## src/rtl/alu_arbiter_pkg.sv

```systemverilog
// Shared definitions for the two-requester ALU arbiter: ALU function codes,
// result flag bit order and a small grant helper.
package alu_arbiter_pkg;

  localparam logic [3:0] ALU_ADD  = 4'b0000;
  localparam logic [3:0] ALU_SUB  = 4'b0001;
  localparam logic [3:0] ALU_PASS = 4'b0011;
  localparam logic [3:0] ALU_OR   = 4'b0100;
  localparam logic [3:0] ALU_AND  = 4'b0101;
  localparam logic [3:0] ALU_XOR  = 4'b0111;
  localparam logic [3:0] ALU_SRL  = 4'b1000;
  localparam logic [3:0] ALU_SLL  = 4'b1001;
  localparam logic [3:0] ALU_SRA  = 4'b1010;
  localparam logic [3:0] ALU_SLT  = 4'b1101;
  localparam logic [3:0] ALU_SLTU = 4'b1111;

  // Result flags are carried as {cf,zf,vf,sf}.
  localparam int FLAG_CF_POS = 3;
  localparam int FLAG_ZF_POS = 2;
  localparam int FLAG_VF_POS = 1;
  localparam int FLAG_SF_POS = 0;

  function automatic logic [1:0] grant_onehot(input logic idx);
    return idx ? 2'b10 : 2'b01;
  endfunction

endpackage

```

## src/rtl/alu_arbiter_if.sv

```systemverilog
// Request/response bundle between two requesters and the shared-ALU arbiter.
interface alu_arbiter_if #(
  parameter int CNT_W = 16
);

  // Handshake: a request from requester i transfers on a rising edge where
  // req_valid[i] && req_ready[i]; a result transfers where rsp_valid[i] &&
  // rsp_ready[i]. Valid never waits on ready; ready may depend on valid.
  logic [1:0]       req_valid;
  logic [1:0]       req_ready;
  logic [63:0]      req_a;
  logic [63:0]      req_b;
  logic [9:0]       req_shamt;
  logic [7:0]       req_alufn;
  logic [1:0]       rsp_valid;
  logic [1:0]       rsp_ready;
  logic [31:0]      rsp_r;
  logic [3:0]       rsp_flags;
  logic [CNT_W-1:0] op_count;
  logic             dbg_state;

  modport master (
    output req_valid, req_a, req_b, req_shamt, req_alufn, rsp_ready,
    input  req_ready, rsp_valid, rsp_r, rsp_flags, op_count, dbg_state
  );

  modport slave (
    input  req_valid, req_a, req_b, req_shamt, req_alufn, rsp_ready,
    output req_ready, rsp_valid, rsp_r, rsp_flags, op_count, dbg_state
  );

endinterface

```

## src/rtl/alu_arbiter_alu.sv

```systemverilog
// prv32 combinational ALU: add/sub flags, logic, shifts and set-less-than.
module prv32_ALU
  import alu_arbiter_pkg::*;
(
  input  logic [31:0] a,
  input  logic [31:0] b,
  input  logic [4:0]  shamt,
  input  logic [3:0]  alufn,
  output logic [31:0] r,
  output logic        cf,
  output logic        zf,
  output logic        vf,
  output logic        sf
);

  logic        sub;
  logic [31:0] op_b;
  logic [31:0] add;

  always_comb begin
    sub  = alufn[0];
    op_b = sub ? ~b : b;
    {cf, add} = {1'b0, a} + {1'b0, op_b} + {32'b0, sub};
    zf = (add == 32'b0);
    sf = add[31];
    // Carry into the MSB xor carry out of it.
    vf = a[31] ^ op_b[31] ^ add[31] ^ cf;
  end

  always_comb begin
    r = 32'b0;
    case (alufn)
      ALU_ADD,
      ALU_SUB:  r = add;
      ALU_PASS: r = b;
      ALU_OR:   r = a | b;
      ALU_AND:  r = a & b;
      ALU_XOR:  r = a ^ b;
      ALU_SRL:  r = a >> shamt;
      ALU_SLL:  r = a << shamt;
      ALU_SRA:  r = $signed(a) >>> shamt;
      ALU_SLT:  r = {31'b0, sf ^ vf};
      ALU_SLTU: r = {31'b0, ~cf};
      default:  r = 32'b0;
    endcase
  end

endmodule

```

## src/rtl/alu_arbiter.sv

```systemverilog
// Shares one prv32_ALU between two requesters; one registered result is held
// until its owner consumes it, with back-to-back operation at one per cycle.
module alu_arbiter
  import alu_arbiter_pkg::*;
#(
  parameter bit RR    = 1'b1,
  parameter int CNT_W = 16
) (
  input logic          clk,
  input logic          rst,
  alu_arbiter_if.slave bus
);

  localparam logic ST_IDLE_ENC = 1'b0;
  localparam logic ST_HOLD_ENC = 1'b1;

  localparam int FLAG_CF = FLAG_CF_POS;
  localparam int FLAG_ZF = FLAG_ZF_POS;
  localparam int FLAG_VF = FLAG_VF_POS;
  localparam int FLAG_SF = FLAG_SF_POS;

  typedef enum logic {
    IDLE = ST_IDLE_ENC,
    HOLD = ST_HOLD_ENC
  } state_t;

  state_t           state;
  logic             owner;
  logic             last_gnt;
  logic [1:0]       rsp_valid_q;
  logic [31:0]      r_q;
  logic [3:0]       flags_q;
  logic [CNT_W-1:0] cnt_q;

  logic             gnt;
  logic             slot_free;
  logic             req_xfer;
  logic             rsp_xfer;
  logic [31:0]      alu_a;
  logic [31:0]      alu_b;
  logic [4:0]       alu_shamt;
  logic [3:0]       alu_fn;
  logic [31:0]      alu_r;
  logic             alu_cf;
  logic             alu_zf;
  logic             alu_vf;
  logic             alu_sf;
  logic [3:0]       alu_flags;

  always_comb begin
    gnt = 1'b0;
    case (bus.req_valid)
      2'b10:   gnt = 1'b1;
      2'b11:   gnt = RR ? ~last_gnt : 1'b0;
      default: gnt = 1'b0;
    endcase
    // A new request may enter whenever the result register is empty or is
    // being drained in this same cycle.
    slot_free = (state == IDLE) || bus.rsp_ready[owner];
    rsp_xfer  = (state == HOLD) && bus.rsp_ready[owner];
    req_xfer  = !rst && (|bus.req_valid) && slot_free;
  end

  always_comb begin
    alu_a     = gnt ? bus.req_a[63:32]    : bus.req_a[31:0];
    alu_b     = gnt ? bus.req_b[63:32]    : bus.req_b[31:0];
    alu_shamt = gnt ? bus.req_shamt[9:5]  : bus.req_shamt[4:0];
    alu_fn    = gnt ? bus.req_alufn[7:4]  : bus.req_alufn[3:0];
  end

  prv32_ALU u_alu (
    .a     (alu_a),
    .b     (alu_b),
    .shamt (alu_shamt),
    .alufn (alu_fn),
    .r     (alu_r),
    .cf    (alu_cf),
    .zf    (alu_zf),
    .vf    (alu_vf),
    .sf    (alu_sf)
  );

  always_comb begin
    alu_flags          = 4'b0;
    alu_flags[FLAG_CF] = alu_cf;
    alu_flags[FLAG_ZF] = alu_zf;
    alu_flags[FLAG_VF] = alu_vf;
    alu_flags[FLAG_SF] = alu_sf;
  end

  // Pointer resets to requester 1 so that requester 0 wins the first contest.
  always_ff @(posedge clk or posedge rst) begin
    if (rst) begin
      state       <= IDLE;
      owner       <= 1'b0;
      last_gnt    <= 1'b1;
      rsp_valid_q <= 2'b00;
      r_q         <= 32'b0;
      flags_q     <= 4'b0;
      cnt_q       <= '0;
    end else begin
      if (rsp_xfer) begin
        cnt_q <= cnt_q + CNT_W'(1);
      end
      if (req_xfer) begin
        state       <= HOLD;
        owner       <= gnt;
        last_gnt    <= gnt;
        rsp_valid_q <= grant_onehot(gnt);
        r_q         <= alu_r;
        flags_q     <= alu_flags;
      end else if (rsp_xfer) begin
        state       <= IDLE;
        rsp_valid_q <= 2'b00;
      end
    end
  end

  assign bus.req_ready = req_xfer ? grant_onehot(gnt) : 2'b00;
  assign bus.rsp_valid = rsp_valid_q;
  assign bus.rsp_r     = r_q;
  assign bus.rsp_flags = flags_q;
  assign bus.op_count  = cnt_q;
  assign bus.dbg_state = state;

endmodule
```

## src/flat_wrapper.sv

```systemverilog
// flat-port wrapper written by rule: the top's interface ports become plain ports
module alu_arbiter_flat import alu_arbiter_pkg::*;
#(
  parameter bit RR    = 1'b1,
  parameter int CNT_W = 16
)
  (clk, rst, bus_req_valid, bus_req_a, bus_req_b, bus_req_shamt, bus_req_alufn, bus_rsp_ready, bus_req_ready, bus_rsp_valid, bus_rsp_r, bus_rsp_flags, bus_op_count, bus_dbg_state);
  alu_arbiter_if #(.CNT_W(CNT_W)) bus_i ();
  input logic clk;
  input logic rst;
  input wire logic [$bits(bus_i.req_valid)-1:0] bus_req_valid;
  input wire logic [$bits(bus_i.req_a)-1:0] bus_req_a;
  input wire logic [$bits(bus_i.req_b)-1:0] bus_req_b;
  input wire logic [$bits(bus_i.req_shamt)-1:0] bus_req_shamt;
  input wire logic [$bits(bus_i.req_alufn)-1:0] bus_req_alufn;
  input wire logic [$bits(bus_i.rsp_ready)-1:0] bus_rsp_ready;
  output wire logic [$bits(bus_i.req_ready)-1:0] bus_req_ready;
  output wire logic [$bits(bus_i.rsp_valid)-1:0] bus_rsp_valid;
  output wire logic [$bits(bus_i.rsp_r)-1:0] bus_rsp_r;
  output wire logic [$bits(bus_i.rsp_flags)-1:0] bus_rsp_flags;
  output wire logic [$bits(bus_i.op_count)-1:0] bus_op_count;
  output wire logic [$bits(bus_i.dbg_state)-1:0] bus_dbg_state;
  assign bus_i.req_valid = bus_req_valid;
  assign bus_i.req_a = bus_req_a;
  assign bus_i.req_b = bus_req_b;
  assign bus_i.req_shamt = bus_req_shamt;
  assign bus_i.req_alufn = bus_req_alufn;
  assign bus_i.rsp_ready = bus_rsp_ready;
  assign bus_req_ready = bus_i.req_ready;
  assign bus_rsp_valid = bus_i.rsp_valid;
  assign bus_rsp_r = bus_i.rsp_r;
  assign bus_rsp_flags = bus_i.rsp_flags;
  assign bus_op_count = bus_i.op_count;
  assign bus_dbg_state = bus_i.dbg_state;
  alu_arbiter #(.RR(RR), .CNT_W(CNT_W)) u_core (.clk(clk), .rst(rst), .bus(bus_i));
endmodule
```

## config.mk

```make
export PLATFORM = sky130hd
export DESIGN_NAME = alu_arbiter_flat
export DESIGN_NICKNAME = d
export VERILOG_FILES = /design/src/rtl/alu_arbiter_pkg.sv /design/src/rtl/alu_arbiter_if.sv /design/src/rtl/alu_arbiter_alu.sv /design/src/rtl/alu_arbiter.sv /design/src/flat_wrapper.sv
export SDC_FILE = /design/constraint.sdc
export NUM_CORES = 1
export LEC_CHECK = 0
export CORE_MARGIN = 4
export CORE_UTILIZATION = 30
export CTS_CLUSTER_DIAMETER = 120
export DETAILED_ROUTE_END_ITERATION = 8
export GPL_TIMING_DRIVEN = 0
export SLEW_MARGIN = 20
export SYNTH_ARGS = -nofsm -noshare
export SYNTH_HDL_FRONTEND = slang
export SYNTH_SLANG_ARGS = --single-unit
```

## constraint.sdc

```tcl
create_clock -name clk -period 4.5 [get_ports clk]
set_clock_uncertainty 0.2 [all_clocks]
set_input_delay 0.9 -clock clk [delete_from_list [all_inputs] [get_ports clk]]
set_output_delay 0.9 -clock clk [all_outputs]
set_load 0.02 [all_outputs]
```

# Word level (Yosys, flattened, before mapping)
# Index checks and enable logic that the tools add are counted.
[totals]
romBits = 0
elab_cells = 62
regBits = 57
latch_bits = 0
ram_bits = 0
n_memories = 0
[op_classes]
n_shift = 3
multipliers = 0
n_reduce_logical = 10
n_addsub = 3
bitwise_logic = 11
n_lt_le_gt_ge = 1
div = 0
mux = 15
eq_ne = 12
[op_table]
columns = ["op", "count"]
rows = [
  ["one-hot mux 32 bit (10 select lines)", 1],
  ["2-to-1 mux 32 bit", 3],
  ["adder 32 x 32 -> 33 bit", 1],
  ["adder 33 x 1 -> 33 bit", 1],
  ["bitwise AND 32 bit", 1],
  ["logical NOT 32 bit", 1],
  ["inverter 32 bit", 1],
  ["OR 32 bit", 1],
  ["<< shifter 32 x 5 -> 32 bit", 1],
  [">> shifter 32 x 5 -> 32 bit", 1],
  [">>> shifter 32 x 5 -> 32 bit", 1],
  ["XOR 32 bit", 1],
  ["equality test 4 bit, second input constant", 5],
  ["adder 16 x 1 -> 16 bit, second input constant", 1],
  ["equality test 4 x 3 -> 1 bit, second input constant", 3],
  ["2-to-1 mux 2 bit", 4],
  ["2-to-1 mux 5 bit", 1],
  ["equality test 2 bit, second input constant", 2],
  ["equality test 4 x 1 -> 1 bit, second input constant", 1],
  ["equality test 4 x 2 -> 1 bit, second input constant", 1],
  ["logical NOT 4 bit", 1],
  ["2-to-1 mux 1 bit", 4],
  ["2-to-1 mux 4 bit", 1],
  ["OR reduction 2 bit", 2],
  ["8 further kinds", 15],
]

# Depth between registers and ports, before layout
# Gate-level depths: netlist (run 1).
[depth]
ltp_word = 11
ltp_mapped = 19
ltp_nobuf = 14

# Hierarchy
# From an unflattened synthesis (run 1), not the netlist that was laid out.
[hier_totals]
cells_unflattened = 1375
hier_area_um2 = 11300.8
[modules_own_cells]
columns = ["module", "cells_each", "instances", "seq_area_each_um2", "area_per_inst_um2"]
rows = [
  ["prv32_ALU", 1139, 1, 0.0, 8167.8],
  ["alu_arbiter", 236, 1, 1427.6, 3133.0],
]

# Least setup slack after synthesis (run 1)
# Ideal clock, no wire load.
[synth_path]
path_kind = "input-to-reg"
start = "input port bus_req_valid[1]"
end = "register u_core.r_q[30] (netlist: u_core.bus.rsp_r[30])"
slack_ns = -0.730
arrival_ns = 4.909
path_stages = 18
n_path_buf = 5
required_time_ns = 4.179
cell_sequence = "a21boi_4 > buf_6 > mux2_2 > buf_2 > buf_2 > buf_1 > buf_2 > xnor2_1 > fa_1 > a211oi_1 > o21ai_1 > o211ai_1 > a21o_1 > a211oi_1 > o41ai_1 > xor2_1 > o221ai_1 > a22o_1"
[synth_between]
elab_chain_cells = 8
word_cells_on_any_way = 33
[synth_rtl]
columns = ["element", "line", "rtl"]
rows = [
  ["start, declared", "flat_wrapper.sv:11", "input wire logic [$bits(bus_i.req_valid)-1:0] bus_req_valid;"],
  ["equality test 2 bit", "alu_arbiter.sv:52", "case (bus.req_valid)"],
  ["one-hot mux 1 bit (2 select lines)", "alu_arbiter.sv:52", ""],
  ["2-to-1 mux 32 bit", "alu_arbiter.sv:66", "alu_b = gnt ? bus.req_b[63:32] : bus.req_b[31:0];"],
  ["inverter 32 bit", "alu_arbiter_alu.sv:22", "op_b = sub ? ~b : b;"],
  ["2-to-1 mux 32 bit", "alu_arbiter_alu.sv:22", ""],
  ["adder 32 x 32 -> 33 bit", "alu_arbiter_alu.sv:23", "{cf, add} = {1'b0, a} + {1'b0, op_b} + {32'b0, sub};"],
  ["adder 33 x 1 -> 33 bit", "alu_arbiter_alu.sv:23", ""],
  ["one-hot mux 32 bit (10 select lines)", "alu_arbiter_alu.sv:32", "case (alufn)"],
  ["end signal, assigned", "alu_arbiter.sv:110", "r_q <= alu_r;"],
  ["end, declared", "alu_arbiter.sv:31", "logic [31:0] r_q;"],
]
# Parallel ways exist; a longest one is shown, timed or not.
# A chain may end at the register's enable or synchronous reset.

# Final worst setup path (run 1)
# Same ends and word-level chain as after synthesis.

==> summary.txt, run 1 <==
Outcome
  – Status: finished, violations left
  – Failing checks: negative setup slack

Clock tree
  – Htree depth: 3
  – CTS tree: done
  – CTS root buf: clkbuf_16
  – Clock latency on the worst-skew pair: 0.32 ns
  – Worst-path clk slew: 0.05 ns
  – Longest Clk Path Bufs: 2
  – CTS Hold Bufs: 0
  – Number of buffers created by CTS: 9
  – Sink Count: 57

Route
  – Top sig layer: met5
  – DRT iter0 DRCs: 1,570
  – Post-Route WL: 67.4 mm
  – DR WL/cell: 28.8 um
  – DR DRC count: 0
  – M1 wire length: 26.9 mm
  – Metal2 WL: 29.8 mm
  – Via/cell ratio: 5.97
  – ANT nets after route: 0
  – First-pass detailed-route iteration total: 6
  – Detail Route met3 WL: 7.06 mm
  – Via Count: 13,957

Yosys
  – Syn_nets: 1,749
  – Post-Syn Area: 11,600 um2
  – Synth unique cells: 88
  – Cells after synthesis: 1,500
  – Sequential share of the synthesized area: 12.3%
  – Synth top area share: 15.8%
  – EDFF count, synth: 0
  – Seq cells post-synth: 57
  – Post-synth top flop: dfrtp_1
  – Syn. warnings: 0
  – Async set-reset flop share out of synthesis: 100%
  – Dominant cells by area after synthesis: mux2i_1 16%, dfrtp_1 12%, ha_1 10%
  – Avg Inst Size Synth: 7.74 um2
  – Yosys top cell by area: mux2i_1

Floorplanning
  – Chip Height: 205 um
  – IO Count: 209
  – Core box area: 37,900 um2
  – Initial Util: 30.6%
  – Die Wd: 205 um
  – # rows: 71
  – Die area: 41,900 um2

STA
  – Worst Tran Pin Value: 1.13 ns
  – Max-slew headroom: 24.3%
  – Final setup viols: 14
  – Fmax: 0.208 GHz
  – Hold violation total from the final report: 0
  – Fin. max-slew vios: 0
  – Final worst path period share: 107%
  – RSZ-0062 raised after global routing: yes
  – WHS: 0.276 ns
  – Setup ws final: -0.317 ns
  – Post-route minimum period: 4.82 ns

Setup path
  – Worst Setup Path Type: input port to flop
  – CP max FO: 7
  – Startpoint Class: input port
  – Reg2Reg Launch Point: u_core.last_gnt
  – R2R depth: 19
  – Setup crit end: u_core.bus.rsp_r[30]
  – CP startpoint: bus_req_valid[1]
  – Worst Path Arrival: 4.83 ns
  – R2R setup slack: -0.06 ns
  – Worst r2r dst: u_core.bus.rsp_r[30]
  – Critical Path RT: 4.51 ns
  – CP Capture Type: flop

Global route
  – First-pass GRT wire length: 94.4 mm
  – Total GRT Usage: 30.6%
  – Grt total ovfl: 0
  – Initial antenna violation count: 3
  – Largest net degree at the start of global routing: 31
  – Vias in the first global route: 13,521

Place
  – Post-DP HPWL: 53.1 mm
  – Final Wtd Congestion: 1.08
  – Worst slack at placement: -2.21 ns
  – IO buf count: 208

Power and ir drop
  – Max VDD drop: 0.182 mV
  – Pwr Density: 362 nW/um2
  – P_leak: 7.15 nW

Final layout
  – Nets: 2,070
  – Layout area overhead: 49.3%
  – Share of cells above drive strength 1: 24.6%
  – Fin util: 45.7%

Flow run
  – Max-Cap Viols: 0

Min path
  – Cell depth of the worst hold path: 1
  – Min-delay worst type: flop to flop
==> cells in the mapped netlist, types with 30 or more instances <==
library cell    n
mux2i_1       183
nand2_1       164
a21oi_1       112
nor2_1        109
ha_1           96
o21ai_0        81
inv_1          72
dfrtp_1        56
xnor2_1        53
nand3_1        50
buf_2          47
a211oi_1       30
==> layout by cell type (no fill, tap or decap), types with 20 or more instances in the layout <==
| master | instances |
|---|---|
| mux2i_4 | 53 |
| o21ai_0 | 66 |
| xnor2_1 | 42 |
| o22ai_1 | 22 |
| clkdlybuf4s50_1 | 206 |
| o211ai_1 | 27 |
| ha_1 | 79 |
| mux2i_1 | 143 |
| nand2_1 | 157 |
| a21oi_1 | 95 |
| mux2_2 | 22 |
| nand3_1 | 49 |
| nor2_1 | 102 |
| dfrtp_1 | 56 |
| buf_4 | 100 |
| inv_1 | 66 |
| buf_2 | 37 |
| a211oi_1 | 20 |
==> metrics by stage <==
| stage | setup TNS, ns | power, mW | cell area (um2) | instances |
|---|---|---|---|---|
| finish | -1.75 | 6.28 | 17300 | 2338 |
| global route | -2.27 | 6.57 | 17300 | 2337 |
| CTS | -0.888 | 5.87 | 16500 | 2305 |
| detailed placement | -60.83 | 4.54 | 14600 | 2220 |
| global placement | -64.54 | 4.51 | 14600 | 2219 |
| floorplan | -1.76 | 3.09 | 11900 | 1500 |
==> sequential cells by signal, indices dropped and copies added (netlist names) <==
register	flops
u_core.bus.rsp_r	32
u_core.owner	1
u_core.last_gnt	1
u_core.bus.dbg_state	1
u_core.bus.rsp_flags	4
u_core.bus.op_count	16
u_core.bus.rsp_valid	2
==> critical path, cell delays in order <==
cell and delay [ns]:
buf_6 0.07, a21boi_4 0.18, buf_12 0.15, buf_12 0.11, buf_16 0.13, buf_16 0.16
buf_16 0.16, mux2i_4 0.32, xnor2_4 0.10, fa_2 0.38, a211oi_2 0.27, o21ai_2 0.13
o211ai_1 0.35, a21o_2 0.30, a211oi_2 0.11, o41ai_2 0.25, xor2_1 0.24, buf_4 0.17
o221ai_2 0.10, a22o_1 0.22
==> logic make-up after synthesis <==
| logic type | count (synthesis) | share of synthesized area, % |
|---|---|---|
| AO/OA/AOI/OAI | 436 | 24.7 |
| XOR/XNOR | 73 | 5.51 |
| adder cells (fa/ha/maj) | 97 | 10.5 |
| buffers and inverters | 171 | 7.18 |
| flip-flops | 57 | 12.3 |
| multiplexers | 240 | 23.0 |
| AND/OR/NAND/NOR | 426 | 16.8 |
==> where the power goes <==
group	switching (mW)	internal [mW]	leakage, nW
registers	0.0921	0.631	0.756
clock network	0.242	0.484	0.152
logic	2.84	1.99	6.25
==> area by class of cell <==
class | count | area [um2]
multi-input cells | 1272 | 10800
clock inverters | 7 | 93.8
diodes | 1 | 2.50
fillers | 3717 | 20600
repair buffers | 313 | 3060
flip-flops and latches | 57 | 1430
repair inverters | 1 | 5.00
inverters | 73 | 280
well taps | 511 | 639
plain buffers | 94 | 748
clock buffers | 9 | 225
==> metal layers <==
metal,track usage [%],vias up
met5,0,-
met1,39.2,6720
met4,13.2,4
li1,-,6240
met2,48.4,828
met3,8.49,165
==> worst min path at each step <==
stage,from,end,slack (ns)
finish,u_core.bus.op_count[15],u_core.bus.op_count[15],0.28
global route,u_core.bus.op_count[15],u_core.bus.op_count[15],0.31
CTS,u_core.last_gnt,u_core.last_gnt,0.28
detailed placement,u_core.last_gnt,u_core.last_gnt,0.27
global placement,u_core.bus.op_count[15],u_core.bus.op_count[15],0.26
floorplan,u_core.last_gnt,u_core.last_gnt,0.26
==> what timing repair did <==
| action | 4_1_cts | 5_1_grt |
|---|---|---|
| gates cloned | 4 | 0 |
| setup buffers | 67 | 36 |
| endpoints found under the setup margin | 38 | 32 |
| pin swaps | 49 | 25 |
| gates resized for setup | 195 | 108 |
(Power assumes the default switching activity.)
==> inputs of run 2 (changes only) <==
Settings changed: SKIP_CTS_REPAIR_TIMING set to 1.
==> summary.txt, run 2 (same netlist as run 1, synthesis figures left out) <==
Place
  – Placed Instances: 2,220 (unchanged)
  – Final Wtd Congestion: 1.08 (unchanged)
  – Placed Area: 14,600 um2 (unchanged)
  – Post-DP HPWL: 53.1 mm (unchanged)
  – IO buf count: 208 (unchanged)
  – Worst slack at placement: -2.21 ns (unchanged)

Outcome
  – Status: finished, violations left (unchanged)
  – Failing checks: negative setup slack (unchanged)

Global route
  – Grt total ovfl: 0 (unchanged)
  – Initial antenna violation count: 3 (unchanged)
  – First-pass GRT wire length: 90.5 mm (was 94.4 mm)
  – Largest net degree at the start of global routing: 31 (unchanged)
  – Total GRT Usage: 29.3% (was 30.6%)
  – Vias in the first global route: 12,878 (was 13,521)

Clock tree
  – Number of buffers created by CTS: 9 (unchanged)
  – CTS root buf: clkbuf_16 (unchanged)
  – Longest Clk Path Bufs: 2 (unchanged)
  – Htree depth: 3 (unchanged)
  – Clock latency on the worst-skew pair: 0.33 ns (was 0.32 ns)
  – Worst-path clk slew: 0.06 ns (was 0.05 ns)
  – Sink Count: 57 (unchanged)
  – CTS tree: done (unchanged)

Power and ir drop
  – Final Power: 6.33 mW (was 6.28 mW)
  – P_leak: 7.21 nW (was 7.15 nW)
  – Clock Power Share: 11.5% (was 11.6%)
  – Share of power burned in registers: 11.4% (was 11.5%)
  – Comb power frac: 77.0% (was 76.9%)
  – Pwr Density: 364 nW/um2 (was 362 nW/um2)
  – Max VDD drop: 0.180 mV (was 0.182 mV)
  – Switching pwr: 3.21 mW (was 3.18 mW)
  – Switch share: 50.7% (was 50.6%)
  – Internal: 3.12 mW (was 3.10 mW)

STA
  – Post-route minimum period: 4.85 ns (was 4.82 ns)
  – Max-slew headroom: 25.8% (was 24.3%)
  – Hold violation total from the final report: 0 (unchanged)
  – RSZ-0062 raised after global routing: yes (unchanged)
  – Setup ws final: -0.347 ns (was -0.317 ns)
  – Final worst path period share: 108% (was 107%)
  – Worst Tran Pin Value: 1.11 ns (was 1.13 ns)
  – Fmax: 0.206 GHz (was 0.208 GHz)
  – Fin. max-slew vios: 0 (unchanged)
  – Final setup viols: 19 (was 14)
  – TNS Setup: -2.09 ns (was -1.75 ns)

Setup path
  – Worst Setup Path Type: input port to flop (unchanged)
  – CP max FO: 10 (was 7)
  – Critical Path RT: 4.56 ns (was 4.51 ns)
  – Startpoint Class: input port (unchanged)
  – Worst Path Arrival: 4.90 ns (was 4.83 ns)
  – CP Capture Type: flop (unchanged)

Route
  – DR DRC count: 0 (unchanged)
  – First-pass detailed-route iteration total: 6 (unchanged)
  – DRT iter0 DRCs: 1,665 (was 1,570)
  – Via Count: 14,067 (was 13,957)
  – DR WL/cell: 28.4 um (was 28.8 um)
  – Via/cell ratio: 5.99 (was 5.97)
  – ANT nets after route: 0 (unchanged)
  – Post-Route WL: 66.7 mm (was 67.4 mm)

Floorplanning
  – Chip Height: 205 um (unchanged)
  – Core box area: 37,900 um2 (unchanged)
  – Initial Util: 30.6% (unchanged)
  – # rows: 71 (unchanged)
  – IO Count: 209 (unchanged)
  – Die Wd: 205 um (unchanged)
  – Die area: 41,900 um2 (unchanged)

Final layout
  – Final Non-Filler Cells: 2,347 (was 2,338)
  – Commonest non-fill, non-tap cells in the layout: 206 x clkdlybuf4s50_1, 157 x nand2_1, 148 x mux2i_1, 105 x buf_4, 102 x nor2_1 (was 206 x clkdlybuf4s50_1, 157 x nand2_1, 143 x mux2i_1, 102 x nor2_1, 100 x buf_4)
  – FILL cells: 3,701 (was 3,717)
  – Layout area overhead: 50.0% (was 49.3%)
  – Leading cell type in the layout, fill and taps excluded: clkdlybuf4s50_1 (unchanged)
  – Design area: 17,400 um2 (was 17,300 um2)
  – Nets: 2,079 (was 2,070)
  – Largest register FFs: 32 (unchanged)
  – Share of cells above drive strength 1: 24.9% (was 24.6%)

Min path
  – Min-delay worst type: flop to flop (unchanged)

Flow run
  – Max-Cap Viols: 0 (unchanged)
[run 2: cell count changes in the layout (fill, tap and decap cells not counted), moves of 3 or more]
cell,delta
xnor2_1,-6
mux2i_1,+5
bufbuf_16,-3
mux2i_4,-7
clkbuf_16,+4
ha_1,+3
ha_2,-3
clkbuf_1,+4
buf_4,+5
xnor2_2,+6
[run 2: final cells by class]
class / count / area, um2 / area share (%)
Multi-Input combinational cell: 1272 / 10900 / 62.3
Timing Repair Buffer: 321 / 3120 / 17.9
Sequential cell: 57 / 1430 / 8.20
Buffer: 95 / 762 / 4.38
Tap cell: 511 / 639 / 3.67
Inverter: 73 / 280 / 1.61
Clock buffer: 9 / 225 / 1.29
Clock inverter: 7 / 93.8 / 0.539
Timing Repair inverter: 1 / 5.00 / 0.0287
Antenna cell: 1 / 2.50 / 0.0144
[run 2: per-stage QoR]
step	utilization, %	hold WS, ns
floorplan	-	0.259
global placement	38.4	0.261
detailed placement	38.5	0.272
CTS	39.3	0.280
global route	45.9	0.313
finish	45.9	0.276
[run 2: routing by layer]
| layer | vias to the layer above | GRT usage [%] | routed length [um] |
|---|---|---|---|
| li1 | 6245 | - | - |
| met1 | 6808 | 38.8 | 27100 |
| met2 | 836 | 46.5 | 29600 |
| met3 | 176 | 7.79 | 7000 |
| met4 | 2 | 9.19 | 3020 |
| met5 | - | 0 | 13 |
[run 2: worst paths after layout]
check	endpoint	cells past startpoint	from	slack, ns
worst max-delay path	u_core.bus.rsp_flags[2]	19	bus_req_valid[1]	-0.35
worst min-delay path	u_core.bus.op_count[15]	1	u_core.bus.op_count[15]	0.28
worst max register to register	u_core.bus.rsp_flags[2]	18	u_core.last_gnt	-0.14
worst min register to register	u_core.bus.op_count[15]	1	u_core.bus.op_count[15]	0.28
max in group asynchronous	u_core.bus.rsp_r[22]	3	rst	2.66
min in group asynchronous	u_core.bus.op_count[9]	2	rst	0.66
[run 2: power by group through the flow]
| stage | sequential [mW] | clock (mW) | combinational, mW |
|---|---|---|---|
| final | 0.724 | 0.730 | 4.88 |
| after global routing | 0.743 | 0.768 | 5.10 |
| after CTS | 0.723 | 0.741 | 3.82 |
| after detailed placement | 0.732 | 0 | 3.81 |
| after global placement | 0.724 | 0 | 3.79 |
| after floorplan | 0.852 | 0 | 2.24 |
[run 2: worst max-delay path: stages]
cell	delay, ns
buf_6	0.08
a21boi_4	0.18
buf_12	0.15
buf_12	0.12
mux2_4	0.33
buf_12	0.14
buf_12	0.14
buf_8	0.16
xnor2_1	0.14
ha_1	0.30
buf_6	0.14
nand2_2	0.09
o21ai_4	0.24
nor3_1	0.10
or4b_4	0.56
a2111oi_4	0.36
nand4b_1	0.29
nand4bb_1	0.33
o21ai_1	0.14
==> inputs of run 3 (changes only) <==
Settings changed: CORE_MARGIN 4 to 2.
==> summary.txt, run 3 (same netlist as run 1, synthesis figures left out) <==
Global route
  – Largest net degree at the start of global routing: 31 (unchanged)
  – Total GRT Usage: 31.9% (was 29.3%)
  – Vias in the first global route: 13,124 (was 12,878)
  – Grt total ovfl: 0 (unchanged)
  – First-pass GRT wire length: 94.4 mm (was 90.5 mm)
  – Initial antenna violation count: 2 (was 3)

Clock tree
  – Longest Clk Path Bufs: 2 (unchanged)
  – Htree depth: 3 (unchanged)
  – Clock latency on the worst-skew pair: 0.32 ns (was 0.33 ns)
  – CTS root buf: clkbuf_16 (unchanged)
  – CTS tree: done (unchanged)
  – Worst-path clk slew: 0.05 ns (was 0.06 ns)
  – Sink Count: 57 (unchanged)
  – Number of buffers created by CTS: 9 (unchanged)

Place
  – Placed Area: 14,600 um2 (about the same)
  – Worst slack at placement: -2.33 ns (was -2.21 ns)
  – IO buf count: 208 (unchanged)
  – Post-DP HPWL: 54.9 mm (was 53.1 mm)
  – Final Wtd Congestion: 0.994 (was 1.08)

STA
  – Hold violation total from the final report: 0 (unchanged)
  – Post-route minimum period: 4.99 ns (was 4.85 ns)
  – Final setup viols: 24 (was 19)
  – Setup ws final: -0.491 ns (was -0.347 ns)
  – Fmax: 0.200 GHz (was 0.206 GHz)
  – Final worst path period share: 111% (was 108%)
  – Max-slew headroom: 28.3% (was 25.8%)
  – Fin. max-slew vios: 0 (unchanged)
  – RSZ-0062 raised after global routing: yes (unchanged)
  – Worst Tran Pin Value: 1.07 ns (was 1.11 ns)

Final layout
  – Commonest non-fill, non-tap cells in the layout: 206 x clkdlybuf4s50_1, 155 x nand2_1, 153 x mux2i_1, 104 x nor2_1, 93 x a21oi_1 (was 206 x clkdlybuf4s50_1, 157 x nand2_1, 148 x mux2i_1, 105 x buf_4, 102 x nor2_1)
  – Reg area: 1430 um2 (unchanged)
  – Share of cells above drive strength 1: 23.0% (was 24.9%)
  – Design area: 16,800 um2 (was 17,400 um2)
  – Largest register FFs: 32 (unchanged)
  – Nets: 2,046 (was 2,079)
  – Leading cell type in the layout, fill and taps excluded: clkdlybuf4s50_1 (unchanged)
  – Footprint of the multi-input gates: 10,700 um2 (was 10,900 um2)
  – Layout area overhead: 44.8% (was 50.0%)
  – FILL cells: 3,890 (was 3,701)

Floorplanning
  – Die Wd: 201 um (was 205 um)
  – Chip Height: 201 um (was 205 um)
  – IO Count: 209 (unchanged)
  – Die area: 40,300 um2 (was 41,900 um2)
  – Initial Util: 30.2% (was 30.6%)
  – # rows: 72 (was 71)
  – Core box area: 38,400 um2 (was 37,900 um2)

Power and ir drop
  – Max VDD drop: 0.163 mV (was 0.180 mV)
  – Pwr Density: 364 nW/um2 (about the same)
  – P_leak: 6.96 nW (was 7.21 nW)

Min path
  – Hold wc startpoint: u_core.bus.op_count[15] (unchanged)
  – Min-delay worst type: flop to flop (unchanged)
  – WHS Endpoint: u_core.bus.op_count[15] (unchanged)
  – Cell depth of the worst hold path: 1 (unchanged)

Setup path
  – Critical Path RT: 4.55 ns (was 4.56 ns)
  – Startpoint Class: input port (unchanged)
  – CP max FO: 8 (was 10)
  – Worst Setup Path Type: input port to flop (unchanged)
  – R2R depth: 16 (was 18)
  – Reg2Reg Launch Point: u_core.last_gnt (unchanged)
  – R2R setup slack: -0.28 ns (was -0.14 ns)
  – CP Capture Type: flop (unchanged)
  – Worst r2r dst: u_core.bus.rsp_flags[2] (unchanged)
  – Worst Path Arrival: 5.04 ns (was 4.90 ns)

Outcome
  – Failing checks: negative setup slack (unchanged)
  – Status: finished, violations left (unchanged)

Route
  – Post-Route WL: 67.8 mm (was 66.7 mm)
  – Via Count: 13,916 (was 14,067)
  – ANT nets after route: 0 (unchanged)
  – DRT iter0 DRCs: 1,351 (was 1,665)
  – DR DRC count: 0 (unchanged)
  – Via/cell ratio: 6.00 (was 5.99)
  – First-pass detailed-route iteration total: 5 (was 6)
  – DR WL/cell: 29.2 um (was 28.4 um)

Flow run
  – Max-Cap Viols: 0 (unchanged)
-- run 3: cell count changes in the layout (fill, tap and decap cells not counted), sizes merged --
cell and change:
inv -2, bufinv -2, buf -31, clkinv +1, clkinvlp +1
-- run 3: layer usage --
layer / track usage [%] / part of all wire, % / wire length, um
met1: 43.1 / 42 / 28700
met2: 51.6 / 45 / 30200
met3: 6.40 / 9.1 / 6150
met4: 9.05 / 4.0 / 2710
met5: 0 / 0.027 / 18
-- run 3: worst max-delay path by stage --
stage	start	end	slack, ns	cells after the start
4_1_cts	bus_req_valid[1]	u_core.bus.rsp_r[30]	-2.02	18
3_3_place_gp	bus_req_valid[1]	u_core.bus.rsp_r[30]	-2.32	18
5_1_grt	bus_req_valid[1]	u_core.bus.rsp_flags[2]	-0.58	21
2_1_floorplan	bus_req_valid[1]	u_core.bus.rsp_r[30]	-0.38	18
3_5_place_dp	bus_req_valid[1]	u_core.bus.rsp_r[30]	-2.33	18
6_report	bus_req_valid[1]	u_core.bus.rsp_flags[2]	-0.49	17
-- run 3: critical path: stages --
cell,delay (ns)
buf_6,0.07
a21boi_4,0.19
buf_12,0.15
buf_12,0.12
mux2_4,0.33
buf_8,0.15
buf_12,0.13
buf_12,0.12
buf_12,0.14
xnor2_4,0.18
fa_2,0.55
or4_1,0.58
or3_1,0.35
nor4_2,0.35
nand4b_1,0.25
nand4bb_1,0.29
o21ai_1,0.14
-- run 3: final cells by class --
| type | instances | area share, % |
|---|---|---|
| multi-input combinational | 1272 | 63.4 |
| timing repair buffer | 289 | 16.7 |
| sequential | 57 | 8.49 |
| buffer | 94 | 4.17 |
| tap | 518 | 3.85 |
| inverter | 73 | 1.67 |
| clock buffer | 11 | 1.50 |
| clock inverter | 5 | 0.179 |
| timing repair inverter | 1 | 0.0298 |
| antenna | 1 | 0.0149 |
-- run 3: report_power, final --
part / switching (mW) / leakage, nW / internal (mW)
Combinational: 2.83 / 6.06 / 1.92
Clock: 0.230 / 0.137 / 0.398
Sequential: 0.0992 / 0.756 / 0.632
-- run 3: through the flow --
stage	instances	utilization, %	hold WS (ns)	TNS (ns)	power, mW
floorplan	1500	-	0.259	-1.76	3.09
global placement	2226	38.0	0.262	-62.77	4.57
detailed placement	2227	38.1	0.265	-58.50	4.59
CTS	2243	38.8	0.276	-46.75	5.24
global route	2320	43.8	0.298	-6.54	6.40
finish	2321	43.8	0.273	-4.98	6.11
